<file path="config.mk">
export PLATFORM = sky130hd
export DESIGN_NAME = branch_predictor
export DESIGN_NICKNAME = d
export VERILOG_FILES = /design/src/rtl/branch_predictor.sv
export SDC_FILE = /design/constraint.sdc
export NUM_CORES = 2
export LEC_CHECK = 0
export BUFFER_PORTS_ARGS = -buffer_cell sky130_fd_sc_hd__buf_4
export CELL_PAD_IN_SITES_DETAIL_PLACEMENT = 1
export CELL_PAD_IN_SITES_GLOBAL_PLACEMENT = 2
export CORE_ASPECT_RATIO = 1.1
export CORE_MARGIN = 2
export CORE_UTILIZATION = 54
export DETAILED_ROUTE_END_ITERATION = 10
export MAX_ROUTING_LAYER = met4
export PLACE_DENSITY_LB_ADDON = 0.1
export SYNTH_ARGS = -nofsm -noshare
export SYNTH_HDL_FRONTEND = slang
export SYNTH_SLANG_ARGS = --single-unit
</file>
<file path="constraint.sdc">
create_clock -name clk -period 14.1 [get_ports clk]
set_clock_uncertainty 0.05 [all_clocks]
set_input_delay 2.115 -clock clk [delete_from_list [all_inputs] [get_ports clk]]
set_output_delay 2.115 -clock clk [all_outputs]
set_load 0.1 [all_outputs]
</file>
<file path="src/rtl/branch_predictor.sv">
// Fetch-stage direct-mapped BTB with 2-bit counters.
// Predicts in fetch, checks and trains from the decode-stage resolution.
module branch_predictor #(
    parameter int IDX_BITS = 6,
    parameter int ADDR_W   = 32
) (
    input  logic              clk,
    input  logic              rst,
    input  logic [ADDR_W-1:0] PCF,
    input  logic              StallD,
    input  logic              FlushD,
    input  logic [2:0]        Branch_D,
    input  logic              PCSrcD,
    input  logic [ADDR_W-1:0] PCBranchD,
    output logic              PredTakenF,
    output logic [ADDR_W-1:0] PredTargetF,
    output logic              MispredictD,
    output logic [ADDR_W-1:0] RecoverPCD
);

    localparam int ENTRIES = 1 << IDX_BITS;
    localparam int TAG_W   = ADDR_W - IDX_BITS - 2;

    logic              valid_q  [ENTRIES];
    logic [TAG_W-1:0]  tag_q    [ENTRIES];
    logic [ADDR_W-1:0] target_q [ENTRIES];
    logic [1:0]        ctr_q    [ENTRIES];

    logic              valid_d;
    logic [ADDR_W-1:0] pc_d;
    logic              pred_taken_d;
    logic [ADDR_W-1:0] pred_target_d;

    logic [IDX_BITS-1:0] idx_f;
    logic [TAG_W-1:0]    tag_f;
    logic                hit_f;

    logic [IDX_BITS-1:0] idx_dc;
    logic [TAG_W-1:0]    tag_dc;
    logic                hit_dc;
    logic                is_branch;
    logic                alias_d;
    logic                train;
    logic                alias_clr;
    logic [1:0]          ctr_cur;
    logic [1:0]          ctr_next;

    // Fetch lookup
    assign idx_f = PCF[IDX_BITS+1:2];
    assign tag_f = PCF[ADDR_W-1:IDX_BITS+2];
    assign hit_f = valid_q[idx_f] && (tag_q[idx_f] == tag_f);

    assign PredTakenF  = hit_f && ctr_q[idx_f][1];
    assign PredTargetF = PredTakenF ? target_q[idx_f]
                                    : PCF + ADDR_W'(4);

    always_ff @(posedge clk) begin
        if (rst) begin
            valid_d       <= 1'b0;
            pc_d          <= '0;
            pred_taken_d  <= 1'b0;
            pred_target_d <= '0;
        end else if (FlushD) begin
            valid_d      <= 1'b0;
            pred_taken_d <= 1'b0;
        end else if (!StallD) begin
            valid_d       <= 1'b1;
            pc_d          <= PCF;
            pred_taken_d  <= PredTakenF;
            pred_target_d <= PredTargetF;
        end
    end

    // Decode-side resolution
    assign idx_dc    = pc_d[IDX_BITS+1:2];
    assign tag_dc    = pc_d[ADDR_W-1:IDX_BITS+2];
    assign hit_dc    = valid_q[idx_dc] && (tag_q[idx_dc] == tag_dc);
    assign is_branch = valid_d && (Branch_D != 3'b000)
                               && (Branch_D != 3'b111);
    assign alias_d   = valid_d && !is_branch && pred_taken_d;

    assign MispredictD = (is_branch
                          && ((PCSrcD != pred_taken_d)
                              || (PCSrcD
                                  && (pred_target_d != PCBranchD))))
                         || alias_d;

    assign RecoverPCD = (is_branch && PCSrcD) ? PCBranchD
                                              : pc_d + ADDR_W'(4);

    assign train     = is_branch && !StallD;
    assign alias_clr = alias_d && !StallD;
    assign ctr_cur   = ctr_q[idx_dc];

    always_comb begin
        ctr_next = ctr_cur;
        unique case (1'b1)
            PCSrcD && (ctr_cur != 2'b11):  ctr_next = ctr_cur + 2'd1;
            !PCSrcD && (ctr_cur != 2'b00): ctr_next = ctr_cur - 2'd1;
            default:                       ctr_next = ctr_cur;
        endcase
    end

    always_ff @(posedge clk) begin
        if (rst) begin
            for (int i = 0; i < ENTRIES; i++) begin
                valid_q[i] <= 1'b0;
                ctr_q[i]   <= 2'b01;
            end
        end else if (train) begin
            if (hit_dc) begin
                ctr_q[idx_dc] <= ctr_next;
            end else if (PCSrcD) begin
                valid_q[idx_dc] <= 1'b1;
                ctr_q[idx_dc]   <= 2'b10;
            end
        end else if (alias_clr) begin
            valid_q[idx_dc] <= 1'b0;
        end
    end

    // Tag/target need no reset: valid gates every use
    always_ff @(posedge clk) begin
        if (!rst && train && PCSrcD) begin
            tag_q[idx_dc]    <= tag_dc;
            target_q[idx_dc] <= PCBranchD;
        end
    end

endmodule

</file>
-- Word-level counts from Yosys, hierarchy flattened
Memory sizes are Yosys's and may differ from the RTL's. A register that Yosys moved wholly into a read port is not among the register bits.
Index checks and enable logic that the tools add are counted.
Widths: inputs -> output; s select.
- add/subtract/negate cells: 4
- eq/ne operators: 6
- multiplexer cells: 34
- bitwise gates (word level): 4
- reduce and logical (&&, ||, !) cells: 28
- operators with widths (cell ; count):
    $add 32x3->32 const B ; 2
    $mux 32 ; 2
    $eq 24x24->1 ; 2
    $mux 6 ; 8
    $ne 32x32->1 ; 1
    $mux 1 ; 21
    $logic_and 1x1->1 ; 16
    $logic_not 1->1 ; 4
    $mux 2 ; 2
    $pmux 2 s2 ; 1
    $reduce_or 2->1 ; 2
    $ne 3x3->1 const B ; 1
    $reduce_bool 3->1 ; 1
    $add 2x1->2 const B ; 1
    $logic_or 1x1->1 ; 2
    $ne 2x2->1 const B ; 1
    $not 1->1 ; 2
    $or 1x1->1 ; 2
    $reduce_and 2->1 ; 1
    $reduce_bool 2->1 ; 1
    $sub 2x1->2 const B ; 1
    $ne 1x1->1 ; 1
    $reduce_or 1->1 ; 1
- bits in registers: 66
- memory bits (writable): 3776
- word-level logic and storage cells: 84
- memories kept: 4
- memories (name ; depth ; bits a word ; read ports ; clocked after memory_dff ; write ports ; RTL line ; RTL):
    target_q ; 64 ; 32 ; 1 ; 0 ; 1 ; 26 ; logic [ADDR_W-1:0] target_q [ENTRIES];
    tag_q ; 64 ; 24 ; 2 ; 1 ; 1 ; 25 ; logic [TAG_W-1:0] tag_q [ENTRIES];
    ctr_q ; 64 ; 2 ; 2 ; 1 ; 64 ; 27 ; logic [1:0] ctr_q [ENTRIES];
    valid_q ; 64 ; 1 ; 2 ; 1 ; 64 ; 24 ; logic valid_q [ENTRIES];

-- Depth between registers and ports, before layout
- depth in word-level cells: 14
- gate-level depth with buffers: 20
- gate-level depth less buffers: 10

-- Worst setup path before layout
Ideal clock, no wire load.
- path kind: input-to-output
- from: input port PCF[2]
- to: output port PredTargetF[2]
- arrival: 6.727 ns
- setup slack: 5.208 ns
- cell stages on the path: 15
- path through: buf_2 buf_6 buf_4 buf_2 buf_2 mux4_2 o221ai_1 o2111ai_1 o211a_1 a22oi_1 nand3_1 a2111oi_2 nand2_1 clkbuf_1 a21oi_1
- cells in the longest elaborated chain, start to end: 5
- RTL lines (item ; RTL line ; RTL):
    start: declaration ; 9 ; input logic [ADDR_W-1:0] PCF,
    $mem_v2 64x24 ; n/a ;
    $eq 24x24->1 ; 51 ; assign hit_f = valid_q[idx_f] && (tag_q[idx_f] == tag_f);
    $logic_and 1x1->1 ; 51 ;
    $logic_and 1x1->1 ; 53 ; assign PredTakenF = hit_f && ctr_q[idx_f][1];
    $mux 32 * ; 54 ; assign PredTargetF = PredTakenF ? target_q[idx_f]
    end: declaration ; 16 ; output logic [ADDR_W-1:0] PredTargetF,
Mark *: on every way between the ends. The rest lies on a longest branch, timed or not.

-- Final worst setup path
- from: input port PCF[3]
- to: output port PredTargetF[3]
Same word-level chain as after synthesis.

==> results_dict.tcl <==
set metrics [dict create \
    cap_violations 0 \
    r2r-end "valid_q[2]" \
    gr-total-overflow 0 \
    worstMarginPinSlew_ps 1470 \
    antenna_found_initial 54 \
    period_share 0.807 \
    register_area_sq_um 115000 \
    synth_cells 8407 \
    finalMaxSlewViolations 0 \
    layout-drive-gt1-share 0.297 \
    hp-start "pc_d[0]" \
    wl_um 648000 \
    endpoint_kind "primary output" \
    design_area_sq_um 186000 \
    die_h_um 585 \
    wl_per_cell_um 49.5 \
    vias_per_cell 7.68 \
    clockRootBuffer "clkbuf_16" \
    max-slew-margin-rel 0.0124 \
    crit_path_start_kind "primary input" \
    cts_buffers 394 \
    max_freq_mhz 87.9 \
    total_power_mw 25.1 \
    synthesis.nets 8481 \
    cp.arrival_ps 9210 \
    post-cts-setup-buffer-count 0 \
    coreArea_sq_um 306000 \
    drt-pass1-iter-count 6 \
    clk_latency_ps 1010 \
    final_nets 8703 \
    postPlaceCellArea_sq_um 172000 \
    syn-mean-instance-area_sq_um 19.7 \
    clock-sinks 3848 \
    multiInputGateArea_sq_um 48500 \
    clock_path_buffers 4 \
    area_delta_synth_final_pct 11.9 \
    grt.total_usage 0.427 \
    p_leak_nw 59.1 \
    grt_pass1_wl_um 869000 \
    crit_family "simple AND/OR/NAND/NOR gates" \
    worst_hold_path.num_cells 2 \
    fin_ws_ps 2720 \
    hold_path_class "register to register" \
    dp_hpwl_um 370000 \
    cpPeakStageDelay_ps 1030 \
    grt_pass1_vias 99430 \
    cts_hold_buf 0 \
    gp_congestion 0.968 \
    start_util 0.542 \
    cp_data_required_time_ps 11940 \
    num_rows 213 \
    ys_seq_area_frac 0.692 \
    setup_tns_ps 0 \
    remaining_drc_errors 0 \
    fillers 25592 \
    ys_seq_elements 3848 \
    cp_slowest_cell "nor4_1" \
    period_minus_slack_ps 11380 \
    path_cells "buf_8 > buf_4 > buf_4 > mux4_2 > nor2_1 > a2111oi_0 > nor4_1 > o221ai_1 > or4_1 > a221o_1 > nand4bb_1 > o21ai_0 > nand2_1 > buf_4" \
    tritoncts "yes" \
    cp_num_buf_inv 4 \
    vias 100610 \
    die_w_um 532 \
    drtIter0Drc 18400 \
    holdPathEnd "pc_d[0]" \
    io_pins 138 \
    path_common_cell "buf_4" \
    async_flop_share 0 \
    synth_edf_count 3776 \
    dpl_worst_slack_ps 2870 \
    ir_drop_v 0.000127 \
    crit_type "primary input to primary output" \
    outcome "completed" \
    reg2regPathDepth 14 \
    synth.distinct_cells 89 \
    drtAntennaViolNets 0 \
    cellPowerDensity_nw_per_um2 135 \
    final_util 0.607 \
    rsz0062_at_grt "false" \
    h-tree-depth 5 \
    yosys_warnings 0 \
    post_cts_resized 0 \
    r2r_slack_ps 5360 \
    syn_area_sq_um 166000 \
    crit_path_max_fanout 35 \
    hold_viol_final 0 \
    dieArea_sq_um 312000 \
    setup_viol 0 \
    portBuffers 137 \
    path_clk_slew_ps 60 \
    synth_ff_type "edfxtp_1" \
    grt_max_degree 139 \
]
worst max-delay path by stage:
stage / from / to / slack [ps] / cells after the start
floorplan: PCF[2] / PredTargetF[2] / 5210 / 15
global placement: PCF[3] / PredTakenF / 2890 / 13
detailed placement: PCF[3] / PredTargetF[3] / 2870 / 14
CTS: PCF[3] / PredTargetF[3] / 2880 / 14
global route: PCF[3] / PredTargetF[2] / 2800 / 14
finish: PCF[3] / PredTargetF[3] / 2720 / 14
area by class of cell:
type,count,share of cell area
Clock inverter,243,0.0136
Inverter,19,0.000465
Tap cell,4085,0.0275
Timing Repair Buffer,469,0.0212
Clock buffer,488,0.0566
Antenna cell,50,0.000674
Sequential cell,3848,0.619
Multi-Input combinational cell,3897,0.261
worst register-to-register path, stage by stage (launching register included):
cell and delay (ps):
dfxtp_4 730, buf_4 500, buf_4 680, nor2b_2 280, buf_4 320, a22oi_1 250, a211oi_1 150, a211oi_1 570
xor2_1 880, o21ai_0 490, nor4_2 530, nand4_1 980, nand2_4 1030, buf_4 790, a21oi_1 250
flip-flops by register name, summed over array words and instances, names as in the netlist, named ones only:
name	flops
target_q	2048
ctr_q	128
valid_d	1
valid_q	64
pc_d	32
tag_q	1536
pred_taken_d	1
pred_target_d	32
synth_stat cells (all sizes together) (11+ instances only):
cell / instances / area (sq um)
a211oi: 38 / 285
a21oi: 244 / 1220
a221oi: 40 / 350
a22o: 25 / 219
a22oi: 138 / 1040
a311o: 25 / 250
a311oi: 12 / 105
a31oi: 22 / 138
a32oi: 18 / 158
and2: 30 / 188
and3: 30 / 188
buf: 361 / 2080
clkbuf: 282 / 1060
dfxtp: 72 / 1440
edfxtp: 3776 / 113000
inv: 17 / 63.8
mux2: 54 / 608
mux2i: 333 / 3330
mux4: 1384 / 31200
nand2: 339 / 1270
nand2b: 14 / 87.6
nand3: 81 / 405
nand3b: 12 / 90.1
nand4: 93 / 582
nor2: 252 / 946
nor2b: 40 / 250
nor3: 119 / 601
nor3b: 31 / 238
nor4: 24 / 156
o2111ai: 11 / 96.3
o211ai: 24 / 180
o21ai: 63 / 315
o21bai: 64 / 589
o221ai: 22 / 193
o22ai: 66 / 413
xnor2: 97 / 850
xor2: 40 / 350
per-stage QoR:
step | hold slack, ps | cells
2_1_floorplan | 383 | 8407
3_5_place_dp | 404 | 12318
5_1_grt | 417 | 13086
3_3_place_gp | 389 | 12318
6_report | 415 | 13099
4_1_cts | 408 | 13049
cells by family (layout without fill, tap and decap cells):
family                   after synthesis  count (layout)  synth area share
adder cells (fa/ha/maj)                4               4          0.000272
buffers and inverters                662            1219            0.0194
AO/OA/AOI/OAI                        874             874            0.0368
other                                  0              50                 0
flip-flops                          3848            3848             0.692
XOR/XNOR                             137             137           0.00723
AND/OR/NAND/NOR                     1111            1111            0.0324
multiplexers                        1771            1771             0.212
where the power goes:
group | switching (mW) | internal [mW] | leakage (nW) | total [mW]
combinational | 1.15 | 0.583 | 16.3 | 1.74
sequential | 0.0386 | 12.6 | 36.4 | 12.6
clock | 4.60 | 6.15 | 6.37 | 10.8
cell usage in the layout (no fill, tap or decap), types with 26 or more instances in the layout:
cell / n
a21oi_1: 243
a211oi_1: 38
nor3_1: 116
dfxtp_2: 26
mux2_2: 54
nand2_1: 337
nor3b_1: 26
xor2_1: 40
mux4_2: 1384
and3_1: 30
and2_1: 30
bufinv_16: 47
nand4_1: 93
a221oi_1: 40
o21bai_2: 29
o22ai_1: 66
clkbuf_1: 74
clkbuf_16: 402
nor2_1: 180
buf_4: 435
nor2b_1: 32
o21ai_0: 59
a22oi_1: 138
nor2_4: 68
edfxtp_1: 3776
mux2i_1: 333
o21bai_1: 35
nand3_1: 79
xnor2_1: 97
dfxtp_1: 42
diode_2: 50
clkinv_1: 81
buf_12: 30
clkinv_2: 77
metal layers:
metal	global-route usage	routed length [um]	vias to the layer above
met5	-	0	-
met4	0.271	49500	0
met3	0.0960	80600	1925
met2	0.628	296000	8653
met1	0.544	222000	53922
li1	-	-	36110
(Power assumes the default switching activity.)
